==> src/rtl/therm_to_onehot_pipe.sv <==
// Two-stage valid/ready thermometer-to-one-hot converter with binary index.
// Optional saturating counters built when THERM_TO_ONEHOT_STATS_EN is defined.
module therm_to_onehot_pipe #(
  parameter int N   = 8,
  parameter int DIR = 0,
  parameter int IW  = $clog2(N)
) (
  input  logic          clk,
  input  logic          rst,
  input  logic          in_valid,
  output logic          in_ready,
  input  logic [N-1:0]  in_therm,
  output logic          out_valid,
  input  logic          out_ready,
  output logic [N-1:0]  out_onehot,
  output logic [IW-1:0] out_idx,
  output logic          out_zero,
  output logic          out_err,
  output logic [15:0]   stat_words,
  output logic [15:0]   stat_errs
);

  typedef struct packed {
    logic [N-1:0] word;
    logic [N-1:0] edge_oh;
  } s1_t;

  typedef struct packed {
    logic [N-1:0]  onehot;
    logic [IW-1:0] idx;
    logic          zero;
    logic          err;
  } s2_t;

  logic         s1_valid;
  s1_t          s1;
  s2_t          s2;
  logic         s1_adv;
  logic         s2_adv;
  logic [N-1:0] edge_c;
  logic [N-1:0] canon_c;
  logic [IW-1:0] idx_c;
  logic         run_c;

  assign s2_adv   = !out_valid || out_ready;
  assign s1_adv   = !s1_valid || s2_adv;
  assign in_ready = s1_adv;

  // Last hit wins, so the scan order picks the outermost set bit.
  always_comb begin
    edge_c = '0;
    if (DIR == 0) begin
      for (int i = 0; i < N; i++) begin
        if (in_therm[i]) begin
          edge_c    = '0;
          edge_c[i] = 1'b1;
        end
      end
    end else begin
      for (int i = N - 1; i >= 0; i--) begin
        if (in_therm[i]) begin
          edge_c    = '0;
          edge_c[i] = 1'b1;
        end
      end
    end
  end

  always_comb begin
    canon_c = '0;
    run_c   = 1'b0;
    if (DIR == 0) begin
      for (int i = N - 1; i >= 0; i--) begin
        run_c      = run_c | s1.edge_oh[i];
        canon_c[i] = run_c;
      end
    end else begin
      for (int i = 0; i < N; i++) begin
        run_c      = run_c | s1.edge_oh[i];
        canon_c[i] = run_c;
      end
    end
  end

  always_comb begin
    idx_c = '0;
    for (int i = 0; i < N; i++) begin
      if (s1.edge_oh[i]) idx_c = IW'(i);
    end
  end

  always_ff @(posedge clk) begin
    if (rst) begin
      s1_valid  <= 1'b0;
      s1        <= '0;
      out_valid <= 1'b0;
      s2        <= '0;
    end else begin
      if (s1_adv) begin
        s1_valid <= in_valid;
        if (in_valid) begin
          s1.word    <= in_therm;
          s1.edge_oh <= edge_c;
        end
      end
      if (s2_adv) begin
        out_valid <= s1_valid;
        if (s1_valid) begin
          s2.onehot <= s1.edge_oh;
          s2.idx    <= idx_c;
          s2.zero   <= (s1.word == '0);
          s2.err    <= (s1.word != canon_c);
        end
      end
    end
  end

  assign out_onehot = s2.onehot;
  assign out_idx    = s2.idx;
  assign out_zero   = s2.zero;
  assign out_err    = s2.err;

`ifdef THERM_TO_ONEHOT_STATS_EN
  logic [15:0] words_q;
  logic [15:0] errs_q;

  always_ff @(posedge clk) begin
    if (rst) begin
      words_q <= '0;
      errs_q  <= '0;
    end else begin
      if (in_valid && in_ready && (words_q != 16'hFFFF))
        words_q <= words_q + 16'd1;
      if (out_valid && out_ready && out_err && (errs_q != 16'hFFFF))
        errs_q <= errs_q + 16'd1;
    end
  end

  assign stat_words = words_q;
  assign stat_errs  = errs_q;
`else
  assign stat_words = '0;
  assign stat_errs  = '0;
`endif

endmodule

==> config.mk <==
export PLATFORM = sky130hd
export DESIGN_NAME = therm_to_onehot_pipe
export DESIGN_NICKNAME = d
export VERILOG_FILES = /design/src/rtl/therm_to_onehot_pipe.sv
export SDC_FILE = /design/constraint.sdc
export NUM_CORES = 1
export LEC_CHECK = 0
export CAP_MARGIN = 20
export CORE_MARGIN = 2
export CORE_UTILIZATION = 25
export CTS_BUF_LIST = sky130_fd_sc_hd__clkbuf_4 sky130_fd_sc_hd__clkbuf_8
export DETAILED_ROUTE_END_ITERATION = 10
export DONT_BUFFER_PORTS = 1
export HOLD_SLACK_MARGIN = 0.1
export RECOVER_POWER = 100
export SKIP_LAST_GASP = 1
export SYNTH_ARGS = -nofsm -noshare
export SYNTH_HDL_FRONTEND = slang
export SYNTH_SLANG_ARGS = --single-unit
==> constraint.sdc <==
create_clock -name clk -period 2.7 [get_ports clk]
set_clock_uncertainty 0.2 [all_clocks]
set_input_delay 0.405 -clock clk [delete_from_list [all_inputs] [get_ports clk]]
set_output_delay 0.405 -clock clk [all_outputs]
set_load 0.02 [all_outputs]
==> results of run 1 <==
cells by family (layout without fill, tap and decap cells):
logic type / after synthesis / after routing / synth area share
AO/OA/AOI/OAI: 39 / 39 / 0.155
buffers and inverters: 44 / 22 / 0.186
flip-flops: 30 / 30 / 0.391
multiplexers: 2 / 2 / 0.0138
other: 1 / 32 / 0.00244
AND/OR/NAND/NOR: 81 / 81 / 0.253
cells in the final DEF (no fill, tap or decap), types with 3 or more instances in the layout:
master         synthesis  layout
conb_1                 1      32
inv_1                  4       4
nand3_1                5       5
nor2_1                 8       8
dlygate4sd3_1          0      10
dfxtp_1               30      30
nand2_1               43      43
nor3_1                 3       3
nor4_1                 6       6
nand3b_1               3       3
clkbuf_8               0       6
a21oi_1               27      27
registers in the layout, summed over array words and instances (netlist names):
name,cells
out_onehot,8
s1_valid,1
out_idx,3
out_err,1
out_zero,1
out_valid,1
s1,15
worst max-delay path: cells and delay by family, from the launching register on:
family / cells / cell delay, ps
and+or+nand+nor: 1 / 580
AOI/OAI and AO/OA: 2 / 480
DFF: 1 / 370
muxes: 1 / 370
through the flow:
stage	std cells	hold slack, ps
3_5_place_dp	263	276
4_1_cts	281	103
3_3_place_gp	263	271
5_1_grt	281	108
2_1_floorplan	228	240
6_report	281	108
final cells by class:
type	instances	share of cell area
clock buffers	7	0.0539
clock inverters	1	0.00299
inverters	4	0.00898
multi-input cells	154	0.459
flip-flops and latches	30	0.359
well taps	75	0.0561
repair buffers	10	0.0598
how the worst max path moves through the flow:
| stage | slack (ps) | end | depth (start not counted) | startpoint |
|---|---|---|---|---|
| after floorplan | 770 | out_err$_SDFFE_PP0P_ | 5 | s1[15]$_SDFFE_PP0P_ |
| after global placement | 670 | out_err$_SDFFE_PP0P_ | 4 | s1[5]$_SDFFE_PP0P_ |
| after detailed placement | 600 | out_err$_SDFFE_PP0P_ | 4 | s1[5]$_SDFFE_PP0P_ |
| after CTS | 600 | out_err$_SDFFE_PP0P_ | 4 | s1[5]$_SDFFE_PP0P_ |
| after global routing | 520 | out_err$_SDFFE_PP0P_ | 4 | s1[5]$_SDFFE_PP0P_ |
| final | 620 | out_err$_SDFFE_PP0P_ | 4 | s1[5]$_SDFFE_PP0P_ |
per-layer routing:
| metal | vias up | global-route usage | wire (um) |
|---|---|---|---|
| li1 | 627 | - | - |
| met1 | 528 | 0.148 | 1620 |
| met2 | 43 | 0.129 | 1260 |
| met3 | 4 | 0.0500 | 337 |
| met4 | 0 | 0.0400 | 37 |
| met5 | - | 0 | 0 |
where the power goes:
part           leakage, nW  switching [mW]  total (mW)  internal [mW]
clock               0.0517           0.167       0.382          0.215
combinational        0.346          0.0868       0.128         0.0417
sequential           0.245          0.0315       0.493          0.461
==> summary.md, run 1 <==
| Metric | Value |
|---|---|
| Pwr Total | `1.00 mW` |
| Via-to-Cell Ratio | `4.28` |
| Pleak | `0.643 nW` |
| Setup slack, reg-to-reg | `620 ps` |
| Fin area | `0.00167 sq mm` |
| H-tree lvl count | `2` |
| Async S/R FF share, synth | `0` |
| Initial antenna violation count | `0` |
| Clk slew on worst S/H paths | `60 ps` |
| # resized after CTS | `0` |
| Vias in the first global route | `1016` |
| Pins Over Slew Limit | `0` |
| Final period util | `0.771` |
| Critical-path top delay cell | `nor4_1` |
| Gate Count Post-Synth | `197` |
| Site Rows | `28` |
| Maxcap violations | `0` |
| Status | `finished clean` |
| Max clock buf depth | `2` |
| CP cell instances | `nor4_1 > mux2_1 > a2111o_1 > o221ai_1` |
| Layout cell share with drive strength beyond 1 | `0.0583` |
| Pin count of the biggest net entering global routing | `28` |
| Largest cells by area after synthesis | `dfxtp_1, buf_4, nand2_1` |
| Clock Tree Root | `clkbuf_8` |
| CP max FO | `8` |
| Commonest cells in the netlist | `nand2_1, buf_4, dfxtp_1, a21oi_1` |
| CTS Hold Bufs | `10` |
| Ant diodes | `0` |
| Worst-skew pair later-pin latency | `280 ps` |
| Wire per inst | `11.6 um` |
| Worst VDD drop | `0.360 mV` |
| WP data required | `2710 ps` |
| Cell count of the worst reg-to-reg path | `4` |
| GPL Wtd Cong | `0.780` |
| Final hold violations | `0` |
| Worst Hold Depth | `2` |
| Minimum clock period | `2080 ps` |
| Synth area leader | `dfxtp_1` |
| Hold EP | `s1[2]$_SDFFE_PP0P_` |
| Total die area | `0.00679 sq mm` |
| Slew margin rel. | `0.323` |
| Final WL | `3.25 mm` |
| FF+latch count, synth | `30` |
| Total area of sequential cells | `601 sq um` |
| Post-synth top area share | `0.391` |
| DP HPWL | `2.36 mm` |
| Post-synthesis cell type count | `36` |
| Synth Warn # | `0` |
| CTS Sinks | `30` |
| Post-layout nets | `217` |
| DRC | `0` |
| CP Launch Type | `flip-flop` |
| DP Area | `0.00148 sq mm` |
| GRT Residual Overflow | `0` |
| Worst-Margin Slew | `1010 ps` |
| PortBufs | `0` |
| Setup TNS | `0 ps` |
| Hold path start | `in_therm[3]` |
| Setup Buffers After CTS | `0` |
| CTS Buf Count | `5` |
| Die extent in x | `82.4 um` |
| Initial core utilization | `0.260` |
| Post-synth top flop | `dfxtp_1` |
| Initial DRC count | `90` |
| Synthesized cell area | `0.00154 sq mm` |
| Post-route ant nets | `0` |
| Synthesis-to-finish area growth | `8.79%` |
| First-pass GRT wire length | `5.19 mm` |
| CP max stage delay | `580 ps` |
| HP Class | `in -> reg` |
| Fill count | `667` |
| CTS tree | `done` |
| R2R Path Start | `s1[5]$_SDFFE_PP0P_` |
| Critical Path Sink Type | `flip-flop` |
| Syn Area/Cell | `7.81 sq um` |
| Number of flops mapped to enable cells by yosys | `0` |
| Area taken by multi-input logic gates | `768 sq um` |
| Chip height | `82.4 um` |
| Final WS setup | `619 ps` |
| Core footprint | `0.00592 sq mm` |
| Final setup violation count | `0` |
| DP Worst Slack | `604 ps` |
| Sequential share of the synthesized area | `0.391` |
| First drt pass iteration count | `4` |
| Most frequent cell after synthesis | `nand2_1` |
| Critical path class | `reg -> reg` |
| Final Core Density | `0.283` |
| Highest clock rate | `481 MHz` |
| GR Util All Layers | `0.103` |
| Critical path arrival | `2090 ps` |
| IO Count | `59` |
| PwrDens | `600 mW/mm^2` |
| Unrepaired setup endpoints after global routing | `false` |
| Reg2reg end | `out_err$_SDFFE_PP0P_` |
| Vias | `1202` |
Note: power is estimated with default switching activity, not from simulation.
==> inputs of run 2 (changes only) <==
==> constraint.sdc (replaced) <==
create_clock -name clk -period 1.8 [get_ports clk]
set_clock_uncertainty 0.2 [all_clocks]
set_input_delay 0.27 -clock clk [delete_from_list [all_inputs] [get_ports clk]]
set_output_delay 0.27 -clock clk [all_outputs]
set_load 0.02 [all_outputs]
==> run 2 against run 1 <==
- the flow now finishes with violations (negative hold slack, negative setup slack)
- core utilization grew 0.87 points
- cell count grew 3.6%
- non-clock buffer count is 12 higher
- count of clock-buffer cells in the layout shrank 1
- critical path depth did not move
- global-route usage is 0.080 points lower
- register-to-register slack lost 690 ps
- flip-flop and latch count stayed put
- setup slack got worse by 690 ps
- via count rose by 3.9%
- largest power group unchanged
==> summary.md, run 2 (synthesized netlist as in run 1, its figures left out) <==
| Metric | Value |
|---|---|
| Status | `finished, violations left` |
| Failing checks | `negative hold slack, negative setup slack` |
| Biggest register | `s1` |
| CP max FO | `2` |
| Die extent in x | `82.4 um` |
| Pins Over Slew Limit | `0` |
| Worst-skew pair later-pin latency | `280 ps` |
| Core footprint | `0.00592 sq mm` |
| Synthesis-to-finish area growth | `12.1%` |
| Most frequent cells in the layout | `nand2_1, conb_1, dfxtp_1` |
| Non-filler instance count after layout | `291` |
| Final WS setup | `-74.0 ps` |
| Via-to-Cell Ratio | `4.29` |
| Vias | `1249` |
| Highest clock rate | `534 MHz` |
| Initial antenna violation count | `0` |
| Layout cell share with drive strength beyond 1 | `0.111` |
| CTS Sinks | `30` |
| Chip height | `82.4 um` |
| Final setup violation count | `1` |
| Sw power | `0.402 mW` |
| Max clock buf depth | `2` |
| Clk network pwr share | `0.358` |
| GRT Residual Overflow | `0` |
| Wire per inst | `11.5 um` |
| DP HPWL | `2.56 mm` |
| Post-route ant nets | `0` |
| Pleak | `0.684 nW` |
| Clock Tree Root | `clkbuf_8` |
| Setup Buffers After CTS | `0` |
| Minimum clock period | `1870 ps` |
| Fin Hold WS | `-144 ps` |
| DP Worst Slack | `-71.5 ps` |
| CTS Hold Bufs | `5` |
| GR Util All Layers | `0.103` |
| WP buf/inv | `0` |
| Final hold violations | `25` |
| CP cell instances | `or4_1 > or3_1 > a221oi_2 > o221ai_1` |
| Final Core Density | `0.291` |
| Ant diodes | `0` |
| Sw frac | `0.276` |
| Total die area | `0.00679 sq mm` |
| Final period util | `1.04` |
| Family with the most delay on the worst path | `simple AND/OR/NAND/NOR gates` |
| WP data required | `1750 ps` |
| # resized after CTS | `0` |
| CTS tree | `done` |
| Unrepaired setup endpoints after global routing | `true` |
| Initial core utilization | `0.260` |
| Fill count | `655` |
| Number of flip-flops in the largest register | `15` |
| Pint | `1.06 mW` |
| Critical path class | `reg -> reg` |
| First drt pass iteration count | `4` |
| Clk slew on worst S/H paths | `60 ps` |
| Site Rows | `28` |
| Setup TNS | `-74.0 ps` |
| PwrDens | `847 mW/mm^2` |
| Critical path arrival | `1830 ps` |
| Critical Path Sink Type | `flip-flop` |
| DP Area | `0.00161 sq mm` |
| Vias in the first global route | `1082` |
| GPL Wtd Cong | `0.772` |
| CP Launch Type | `flip-flop` |
| Critical-path top delay cell | `or4_1` |
| Fin area | `0.00172 sq mm` |
| Worst VDD drop | `0.476 mV` |
| Combinational power share | `0.144` |
| First-pass GRT wire length | `5.15 mm` |
| Pwr Total | `1.46 mW` |
| HP Class | `in -> reg` |
| CP max stage delay | `530 ps` |
| H-tree lvl count | `2` |
| Initial DRC count | `61` |
| Pin count of the biggest net entering global routing | `33` |
| Placed cell count | `280` |
| PortBufs | `0` |
| Commonest non-fill, non-tap cell in the layout | `nand2_1` |
| Post-layout nets | `229` |
| Maxcap violations | `0` |
| CTS Buf Count | `5` |
| IO Count | `59` |
| Sequential share of power | `0.499` |
| DRC | `0` |
| Final WL | `3.36 mm` |
[run 2: cell types whose count changed in the layout (fill, tap and decap cells not counted), sizes merged]
| cell | previous run | this run |
|---|---|---|
| buf | 0 | 11 |
| clkbuf | 7 | 12 |
| dlygate4sd3 | 10 | 5 |
| clkinv | 1 | 0 |
[run 2: layout make-up]
| class | count | area, sq um | area share |
|---|---|---|---|
| repair buffers | 22 | 155 | 0.0900 |
| flip-flops and latches | 30 | 603 | 0.350 |
| clock buffers | 6 | 82.6 | 0.0479 |
| inverters | 4 | 15.0 | 0.00871 |
| multi-input cells | 154 | 774 | 0.449 |
| well taps | 75 | 93.8 | 0.0544 |
[run 2: power groups by stage]
stage | clock network (mW) | logic [mW] | registers (mW)
after floorplan | 0 | 0.216 | 0.743
after global placement | 0 | 0.207 | 0.743
after detailed placement | 0 | 0.208 | 0.743
after CTS | 0.537 | 0.219 | 0.729
after global routing | 0.571 | 0.233 | 0.732
final | 0.522 | 0.210 | 0.728
[run 2: what timing repair did]
| action | CTS | global route |
|---|---|---|
| endpoints found under the hold margin | 30 | 28 |
| endpoints found under the setup margin | 1 | 1 |
| pin swaps | 0 | 0 |
[run 2: path summary, 6_finish.rpt]
kind                            from                   end  slack (ps)  cells after the start
setup / recovery  s1[0]$_SDFFE_PP0P_  out_err$_SDFFE_PP0P_         -70                      4
hold / removal                   rst   s1[10]$_SDFFE_PP0P_        -140                      1
setup reg to reg  s1[0]$_SDFFE_PP0P_  out_err$_SDFFE_PP0P_         -70                      4
hold reg to reg   s1[5]$_SDFFE_PP0P_    s1[5]$_SDFFE_PP0P_         270                      2
[run 2: per-layer routing]
metal  GRT usage  wire [um]  share of wire  vias to the layer above
li1            -          -              -                      648
met1       0.137       1600           0.48                      551
met2       0.148       1390           0.41                       44
met3      0.0391        316          0.094                        6
met4      0.0400         43          0.013                        0
met5           0          0              0                        -
